File: src/rtl/uart_fifo_core.sv
// Full-duplex 16x-oversampled UART with a shared baud-tick generator and
// one circular FIFO per direction behind a simple rd/wr host interface.
`timescale 1ns/1ps
module uart_fifo_core #(
  parameter int dbit  = 8,
  parameter int stick = 16,
  parameter int depth = 16,
  parameter int dvsr  = 651
) (
  input  logic            clk,
  input  logic            rst,
  input  logic            rx_in,
  input  logic            rd,
  input  logic            wr,
  input  logic [dbit-1:0] wr_data,
  output logic            empty,
  output logic            full,
  output logic [dbit-1:0] rd_data,
  output logic            tx_out
);

  localparam int CW = (dvsr > 1) ? $clog2(dvsr) : 1;
  localparam int SW = (stick > 16) ? $clog2(stick) : 4;
  localparam int NW = (dbit > 1) ? $clog2(dbit) : 1;
  localparam int AW = $clog2(depth);
  localparam int PW = AW + 1;

  typedef enum logic [1:0] {IDLE, START, DATA, STOP} st_t;

  // Baud tick generator
  logic [CW-1:0] baud_cnt;
  logic          tick;

  assign tick = (baud_cnt == CW'(dvsr - 1));

  always_ff @(posedge clk or negedge rst) begin
    if (!rst) baud_cnt <= '0;
    else      baud_cnt <= tick ? '0 : baud_cnt + CW'(1);
  end

  // rx_in synchroniser, reset to the idle-high line level
  logic rx_sync_p0, rx_sync_p1;

  always_ff @(posedge clk or negedge rst) begin
    if (!rst) begin
      rx_sync_p0 <= 1'b1;
      rx_sync_p1 <= 1'b1;
    end else begin
      rx_sync_p0 <= rx_in;
      rx_sync_p1 <= rx_sync_p0;
    end
  end

  // Receiver FSM
  st_t             rx_state, rx_state_nx;
  logic [SW-1:0]   rx_s, rx_s_nx;
  logic [NW-1:0]   rx_n, rx_n_nx;
  logic [dbit-1:0] rx_b, rx_b_nx;
  logic            rx_done;

  always_ff @(posedge clk or negedge rst) begin
    if (!rst) begin
      rx_state <= IDLE;
      rx_s     <= '0;
      rx_n     <= '0;
    end else begin
      rx_state <= rx_state_nx;
      rx_s     <= rx_s_nx;
      rx_n     <= rx_n_nx;
    end
  end

  always_ff @(posedge clk) begin
    rx_b <= rx_b_nx;
  end

  always_comb begin
    rx_state_nx = rx_state;
    rx_s_nx     = rx_s;
    rx_n_nx     = rx_n;
    rx_b_nx     = rx_b;
    rx_done     = 1'b0;
    case (rx_state)
      IDLE: begin
        if (!rx_sync_p1) begin
          rx_state_nx = START;
          rx_s_nx     = '0;
        end
      end
      START: begin
        if (tick) begin
          if (rx_s == SW'(7)) begin
            rx_state_nx = DATA;
            rx_s_nx     = '0;
            rx_n_nx     = '0;
          end else begin
            rx_s_nx = rx_s + SW'(1);
          end
        end
      end
      DATA: begin
        if (tick) begin
          if (rx_s == SW'(15)) begin
            rx_s_nx = '0;
            rx_b_nx = {rx_sync_p1, rx_b[dbit-1:1]};
            if (rx_n == NW'(dbit - 1)) rx_state_nx = STOP;
            else                       rx_n_nx     = rx_n + NW'(1);
          end else begin
            rx_s_nx = rx_s + SW'(1);
          end
        end
      end
      STOP: begin
        if (tick) begin
          if (rx_s == SW'(stick - 1)) begin
            rx_done     = 1'b1;
            rx_state_nx = IDLE;
          end else begin
            rx_s_nx = rx_s + SW'(1);
          end
        end
      end
      default: rx_state_nx = IDLE;
    endcase
  end

  // RX FIFO: pointers carry one wrap bit so full and empty are distinguishable
  logic [dbit-1:0] rx_mem [depth];
  logic [PW-1:0]   rx_wptr, rx_rptr;
  logic            rx_empty, rx_full, rx_push, rx_pop;

  assign rx_empty = (rx_wptr == rx_rptr);
  assign rx_full  = (rx_wptr[AW] != rx_rptr[AW]) && (rx_wptr[AW-1:0] == rx_rptr[AW-1:0]);
  assign rx_push  = rx_done && !rx_full;
  assign rx_pop   = rd && !rx_empty;

  always_ff @(posedge clk or negedge rst) begin
    if (!rst) begin
      rx_wptr <= '0;
      rx_rptr <= '0;
      rd_data <= '0;
    end else begin
      if (rx_push) rx_wptr <= rx_wptr + PW'(1);
      if (rx_pop) begin
        rx_rptr <= rx_rptr + PW'(1);
        rd_data <= rx_mem[rx_rptr[AW-1:0]];
      end
    end
  end

  always_ff @(posedge clk) begin
    if (rx_push) rx_mem[rx_wptr[AW-1:0]] <= rx_b;
  end

  assign empty = rx_empty;

  // TX FIFO
  logic [dbit-1:0] tx_mem [depth];
  logic [PW-1:0]   tx_wptr, tx_rptr;
  logic            tx_empty, tx_full, tx_push, tx_pop;

  assign tx_empty = (tx_wptr == tx_rptr);
  assign tx_full  = (tx_wptr[AW] != tx_rptr[AW]) && (tx_wptr[AW-1:0] == tx_rptr[AW-1:0]);
  assign tx_push  = wr && !tx_full;

  always_ff @(posedge clk or negedge rst) begin
    if (!rst) begin
      tx_wptr <= '0;
      tx_rptr <= '0;
    end else begin
      if (tx_push) tx_wptr <= tx_wptr + PW'(1);
      if (tx_pop)  tx_rptr <= tx_rptr + PW'(1);
    end
  end

  always_ff @(posedge clk) begin
    if (tx_push) tx_mem[tx_wptr[AW-1:0]] <= wr_data;
  end

  assign full = tx_full;

  // Transmitter FSM. A frame only starts on a tick so the start bit is a
  // full 16 ticks; the final stop tick chains straight into the next frame.
  st_t             tx_state, tx_state_nx;
  logic [SW-1:0]   tx_s, tx_s_nx;
  logic [NW-1:0]   tx_n, tx_n_nx;
  logic [dbit-1:0] tx_b, tx_b_nx;
  logic            tx_out_nx;

  always_ff @(posedge clk or negedge rst) begin
    if (!rst) begin
      tx_state <= IDLE;
      tx_s     <= '0;
      tx_n     <= '0;
      tx_out   <= 1'b1;
    end else begin
      tx_state <= tx_state_nx;
      tx_s     <= tx_s_nx;
      tx_n     <= tx_n_nx;
      tx_out   <= tx_out_nx;
    end
  end

  always_ff @(posedge clk) begin
    tx_b <= tx_b_nx;
  end

  always_comb begin
    tx_state_nx = tx_state;
    tx_s_nx     = tx_s;
    tx_n_nx     = tx_n;
    tx_b_nx     = tx_b;
    tx_pop      = 1'b0;
    case (tx_state)
      IDLE: begin
        if (tick && !tx_empty) begin
          tx_b_nx     = tx_mem[tx_rptr[AW-1:0]];
          tx_pop      = 1'b1;
          tx_state_nx = START;
          tx_s_nx     = '0;
        end
      end
      START: begin
        if (tick) begin
          if (tx_s == SW'(15)) begin
            tx_state_nx = DATA;
            tx_s_nx     = '0;
            tx_n_nx     = '0;
          end else begin
            tx_s_nx = tx_s + SW'(1);
          end
        end
      end
      DATA: begin
        if (tick) begin
          if (tx_s == SW'(15)) begin
            tx_s_nx = '0;
            tx_b_nx = {1'b0, tx_b[dbit-1:1]};
            if (tx_n == NW'(dbit - 1)) tx_state_nx = STOP;
            else                       tx_n_nx     = tx_n + NW'(1);
          end else begin
            tx_s_nx = tx_s + SW'(1);
          end
        end
      end
      STOP: begin
        if (tick) begin
          if (tx_s == SW'(stick - 1)) begin
            tx_s_nx = '0;
            if (!tx_empty) begin
              tx_b_nx     = tx_mem[tx_rptr[AW-1:0]];
              tx_pop      = 1'b1;
              tx_state_nx = START;
            end else begin
              tx_state_nx = IDLE;
            end
          end else begin
            tx_s_nx = tx_s + SW'(1);
          end
        end
      end
      default: tx_state_nx = IDLE;
    endcase

    case (tx_state_nx)
      START:   tx_out_nx = 1'b0;
      DATA:    tx_out_nx = tx_b_nx[0];
      default: tx_out_nx = 1'b1;
    endcase
  end

endmodule

File: config.mk
export PLATFORM = sky130hd
export DESIGN_NAME = uart_fifo_core
export DESIGN_NICKNAME = d
export VERILOG_FILES = /design/src/rtl/uart_fifo_core.sv
export SDC_FILE = /design/constraint.sdc
export NUM_CORES = 1
export LEC_CHECK = 0
export CORE_ASPECT_RATIO = 1.4
export CORE_MARGIN = 4
export CORE_UTILIZATION = 45
export CTS_CLUSTER_DIAMETER = 30
export DETAILED_ROUTE_END_ITERATION = 10
export PLACE_DENSITY_LB_ADDON = 0.1
export SYNTH_ARGS = -nofsm -noshare
export SYNTH_HDL_FRONTEND = slang
export SYNTH_SLANG_ARGS = --single-unit
File: constraint.sdc
create_clock -name clk -period 3.2 [get_ports clk]
set_clock_uncertainty 0.05 [all_clocks]
set_input_delay 0.32 -clock clk [delete_from_list [all_inputs] [get_ports clk]]
set_output_delay 0.32 -clock clk [all_outputs]
set_load 0.02 [all_outputs]
## Word level (Yosys, flattened, before mapping)

Memory sizes are Yosys's and may differ from the RTL's. A register that Yosys moved wholly into a read port is not among the register bits.
Cells that the tools add are included.

| word-level totals | value |
|---|---|
| register bits | 67 |
| latch bits | 0 |
| bits in writable memories | 256 |
| memory bits (read-only) | 0 |
| input port bits | 13 |
| output and inout bits | 11 |
| memories | 2 |

Memory list:

| memory | words | bits a word | rd ports | clocked after memory_dff | write ports | line | RTL |
|---|---|---|---|---|---|---|---|
| rx_mem | 16 | 8 | 1 | 1 | 1 | 128 | `logic [dbit-1:0] rx_mem [depth];` |
| tx_mem | 16 | 8 | 1 | 0 | 1 | 158 | `logic [dbit-1:0] tx_mem [depth];` |

| cells by class | value |
|---|---|
| add/subtract/negate cells | 9 |
| multipliers | 0 |
| div/mod/pow operators | 0 |
| $lt $le $gt $ge | 0 |
| eq/ne operators | 40 |
| shift operators | 0 |
| mux-type cells | 64 |
| bitwise gates (word level) | 0 |
| reduce and logical (&&, ||, !) cells | 24 |

Operators with widths:

| cell | number |
|---|---|
| 8-bit two-way mux | 6 |
| 4-bit two-way mux | 10 |
| 2-bit != test, second input constant | 19 |
| 2-bit two-way mux | 16 |
| 3-bit two-way mux | 10 |
| 8-bit one-hot mux with 3 select lines | 1 |
| 5-bit by 1-bit adder with 5-bit output, second input constant | 4 |
| 2-bit one-hot mux with 4 select lines | 2 |
| 4-bit one-hot mux with 4 select lines | 1 |
| 1-bit two-way mux | 12 |
| 3-bit one-hot mux with 2 select lines | 2 |
| 6-bit AND reduction | 2 |
| 10-bit by 1-bit adder with 10-bit output, second input constant | 1 |
| 10-bit equality test, second input constant | 1 |
| 2-bit equality test, second input constant | 5 |
| 5-bit equality test | 2 |
| 10-bit two-way mux | 1 |
| 4-bit by 1-bit adder with 4-bit output, second input constant | 2 |
| 4-bit equality test | 2 |
| 4-bit equality test, second input constant | 2 |
| 4-bit one-hot mux with 2 select lines | 1 |
| 8-bit AND reduction | 1 |
| 7-bit AND reduction | 1 |
| 3-bit by 1-bit adder with 3-bit output, second input constant | 2 |
| 15 further kinds | 31 |

## Logic depth before layout (Yosys ltp)

| logic depth | value |
|---|---|
| depth after elaboration | 7 |
| depth in mapped cells | 9 |
| mapped depth without buffers | 8 |

## Worst setup path before layout

Ideal clock, no wire load.

| path | value |
|---|---|
| path kind | register to register |
| start point | reg baud_cnt[2] |
| end point | mem rx_mem[3][0], enable pin |
| data arrival time | 2.174 ns |
| data required time | 2.767 ns |
| path slack | 0.592 ns |
| cell stages (with the launch flop) | 6 |
| path through | dfrtp_1 -> nor3b_1 -> nand3_1 -> a211oi_2 -> nand2_1 -> nor3_1 |

| between the ends | value |
|---|---|
| cells in the longest elaborated chain, start to end | 6 |

RTL lines:

| what | line | RTL |
|---|---|---|
| start: declaration | 31 | `logic [CW-1:0] baud_cnt;` |
| start signal: assignment | 38 | `else baud_cnt <= tick ? '0 : baud_cnt + CW'(1);` |
| 10-bit equality test | 34 | `assign tick = (baud_cnt == CW'(dvsr - 1));` |
| 1-bit two-way mux | 114 | `if (tick) begin` |
| 1-bit two-way mux | 83 | `case (rx_state)` |
| 1-bit logical AND | 134 | `assign rx_push = rx_done && !rx_full;` |
| 1-bit two-way mux | 152 | `if (rx_push) rx_mem[rx_wptr[AW-1:0]] <= rx_b;` |
| 1-bit two-way mux (implied by the code) | 152 |  |
| end: declaration | 128 |  |

No other way between the ends.

## Final worst setup path

| path | value |
|---|---|
| start point | reg rx_rptr[0] |
| end point | out empty |

| between the ends | value |
|---|---|
| cells in the longest elaborated chain, start to end | 1 |

RTL lines:

| what | line | RTL |
|---|---|---|
| start: declaration | 129 | `logic [PW-1:0] rx_wptr, rx_rptr;` |
| start signal: assignment | 145 | `rx_rptr <= rx_rptr + PW'(1);` |
| 5-bit equality test | 132 | `assign rx_empty = (rx_wptr == rx_rptr);` |
| end: declaration | 16 | `output logic empty,` |

No other way between the ends.

==> impl_metrics.env <==
export IMPL_outcome="complete, no violations"
export IMPL_ys_ff_latch=331
export IMPL_detailedRoute_firstPassIterationCount=5
export IMPL_die_area_sq_um=33090
export IMPL_final_setup_tns_ns=0
export IMPL_drtAntennaViolNets=0
export IMPL_synthesis_yosys_warnings=0
export IMPL_timing_rr_end="tx_out"
export IMPL_peakVddDrop_v=0.0005662
export IMPL_syn_to_final_growth_pct=20.27
export IMPL_cts_htree_levels=2
export IMPL_fin_total_pwr_mw=10.96
export IMPL_grt_remaining_overflow=0
export IMPL_grt_antenna_before_repair=0
export IMPL_drc_errors=0
export IMPL_drive_gt1_share_pct=27.05
export IMPL_critical_path_peak_fanout=6
export IMPL_syn_avg_cell_area_sq_um=18.05
export IMPL_cp_arrival_ns=2.49
export IMPL_register_to_register_path_depth=8
export IMPL_holdPathEnd="rx_sync_p0"
export IMPL_postSynth_topFlopCell="edfxtp_1"
export IMPL_grt_pass1_vias=7702
export IMPL_grt_first_pass_wirelength_microns=43790
export IMPL_detail_route_vias_per_cell=5.434
export IMPL_holdWs_ns=0.1277
export IMPL_post_cts_buffers=0
export IMPL_critPathCaptureType="output port"
export IMPL_initial_utilization_pct=45.41
export IMPL_place_gp_congestion=0.7665
export IMPL_fraction_of_the_yosys_area_taken_by_sequential_cells_pct=70.90
export IMPL_finalHoldViolations=0
export IMPL_place_detailed_hpwl_microns=18750
export IMPL_final_period_minus_worst_setup_slack_ns=2.861
export IMPL_power_density_nw_per_um2=670.5
export IMPL_track_usage_pct=17.26
export IMPL_final_nets=891
export IMPL_cts_path_max_buffers=3
export IMPL_async_flop_share_pct=17.82
export IMPL_setup_viol_count_final=0
export IMPL_synthesis_instances=753
export IMPL_buffer_ports_inserted=23
export IMPL_most_common_layout_cells="edfxtp_1 (271), mux4_2 (77), dfrtp_1 (54), clkbuf_16 (52), buf_4 (48)"
export IMPL_routed_via_count=6934
export IMPL_grt_start_max_net_pins=36
export IMPL_critical_path_reg2reg_startpoint="baud_cnt[0]"
export IMPL_required_time_at_the_endpoint_of_the_critical_path_ns=2.83
export IMPL_grt_setup_unrepaired="no"
export IMPL_cts_resized_gates=0
export IMPL_utilization_pct=54.61
export IMPL_syn_area_sq_um=13590
export IMPL_fmaxAchievable_mhz=349.5
export IMPL_class_of_the_tightest_hold_or_removal_check="primary input to register"
export IMPL_p_leak_nw=5.728
export IMPL_drt_wl_total_microns=27560
export IMPL_hold_path_startpoint="rx_in"
export IMPL_number_of_buffers_inserted_during_clock_tree_synthesis=51
export IMPL_place_worst_setup_slack_ns=0.4948
export IMPL_i_o_pins=24
export IMPL_synth_edff_count=271
export IMPL_timing_worst_slew_pin_value_ns=0.6821
export IMPL_postCtsHoldBufs=1
export IMPL_worst_r2r_setup_slack_ns=0.49
export IMPL_synth_cell_type_count=53
export IMPL_mostFrequentLayoutCell="edfxtp_1"
export IMPL_synthesis_nets=794
export IMPL_placeableCoreArea_sq_um=29940
export IMPL_cts_num_sinks=331
export IMPL_fp_dieH_microns=213.6
export IMPL_worstSkewPairLatency_ns=0.55
export IMPL_timing_final_ws_setup_ns=0.3388
export IMPL_wl_per_instance_microns=21.60
export IMPL_max_cap_violations=0
export IMPL_path_clk_slew_ns=0.05
export IMPL_number_of_antenna_cells_inserted=0
export IMPL_drt_iter0_drc=371
export IMPL_placement_rows=75
export IMPL_timing_max_slew_rel_slack_pct=54.53
export IMPL_tritoncts="built"
export IMPL_chip_width_microns=154.9
export IMPL_path_class="register to output port"
export IMPL_min_delay_path_depth=1
export IMPL_start_kind="register"
export IMPL_max_transition_viols_final=0
export IMPL_cts_root_buffer_cell="clkbuf_16"
export IMPL_fin_crit_sh_pct=89.41
==> state kept, by name (all words and copies together) (netlist names), 3 cells and up <==
| signal | flops |
|---|---|
| rx_b | 8 |
| tx_mem | 128 |
| tx_b | 8 |
| tx_s | 4 |
| rd_data | 8 |
| tx_rptr | 5 |
| rx_s | 4 |
| rx_n | 3 |
| baud_cnt | 10 |
| rx_wptr | 5 |
| tx_wptr | 5 |
| rx_rptr | 5 |
| tx_n | 3 |
| rx_mem | 128 |
==> metal layers <==
layer	wire length [microns]	vias to the layer above	share of wire (%)	global-route usage (%)
met2	15760	139	57	33.19
met1	10250	3583	37	19.45
li1	-	3158	-	-
met3	893	54	3.2	2.928
met5	0	-	0	0
met4	660	0	2.4	5.424
==> critical path: stages (launching register included) <==
cell and delay [ns]:
dfrtp_2 0.47, xor2_1 0.18, nor4_1 0.44, nand2b_1 0.15, inv_1 0.09, clkdlybuf4s50_1 0.61
==> worst max-delay path by stage <==
stage | startpoint | end | slack (ns)
after detailed placement | baud_cnt[0] | tx_out | 0.49
after CTS | rx_rptr[2] | empty | 0.24
after global routing | rx_wptr[3] | empty | 0.11
after global placement | baud_cnt[0] | tx_out | 0.66
after floorplan | baud_cnt[2] | rx_mem[3][0] | 0.59
final | rx_rptr[0] | empty | 0.34
==> synthesized netlist by cell type (all sizes together), types with 3 or more instances <==
library cell | count | share of area [%]
nand3 | 14 | 0.52
inv | 23 | 0.64
nor2 | 36 | 0.99
edfxtp | 271 | 60
a21o | 3 | 0.17
ha | 28 | 2.6
nor3b | 3 | 0.17
a2111oi | 3 | 0.39
a211oi | 4 | 0.26
xnor2 | 18 | 1.2
a21oi | 8 | 0.29
nor3 | 14 | 0.52
and3 | 3 | 0.14
mux4 | 78 | 13
nor2b | 5 | 0.23
clkbuf | 17 | 0.47
xor2 | 16 | 1.0
a22o | 6 | 0.39
and2 | 8 | 0.37
dfstp | 3 | 0.58
o21ai | 29 | 1.1
mux2 | 12 | 1.0
dfrtp | 56 | 10
or3 | 3 | 0.14
nand2 | 43 | 1.2
buf | 13 | 0.46
nand4 | 7 | 0.32
nand2b | 8 | 0.37
mux2i | 4 | 0.29
==> through the flow <==
| stage | std cells | area (sq um) |
|---|---|---|
| 2_1_floorplan | 753 | 13590 |
| 3_3_place_gp | 1181 | 14580 |
| 3_5_place_dp | 1181 | 14580 |
| 4_1_cts | 1276 | 16350 |
| 5_1_grt | 1276 | 16350 |
| 6_report | 1276 | 16350 |
==> layout make-up <==
class                           count  area (sq um)
Clock buffer                       56          1336
Clock inverter                     38         425.4
Fill cell                        2327         13590
Inverter                           23         86.33
Multi-Input combinational cell    369          3742
Sequential cell                   331          9641
Tap cell                          385         481.7
Timing Repair Buffer               74         635.6
==> power breakdown <==
| part | switching, mW | internal, mW |
|---|---|---|
| logic | 0.297 | 0.181 |
| clock network | 2.06 | 3.49 |
| registers | 0.101 | 4.84 |
==> kinds of logic (layout without fill, tap and decap cells) <==
group	Yosys count	in the layout	synth area share [%]
flops	331	331	70.90
compound gates	63	63	3.166
fa+ha+maj	28	28	2.577
mux	94	94	14.27
xor+xnor	34	34	2.191
buf+inv	53	191	1.565
simple gates	150	150	5.330
Power figures use the tool's default switching activity.
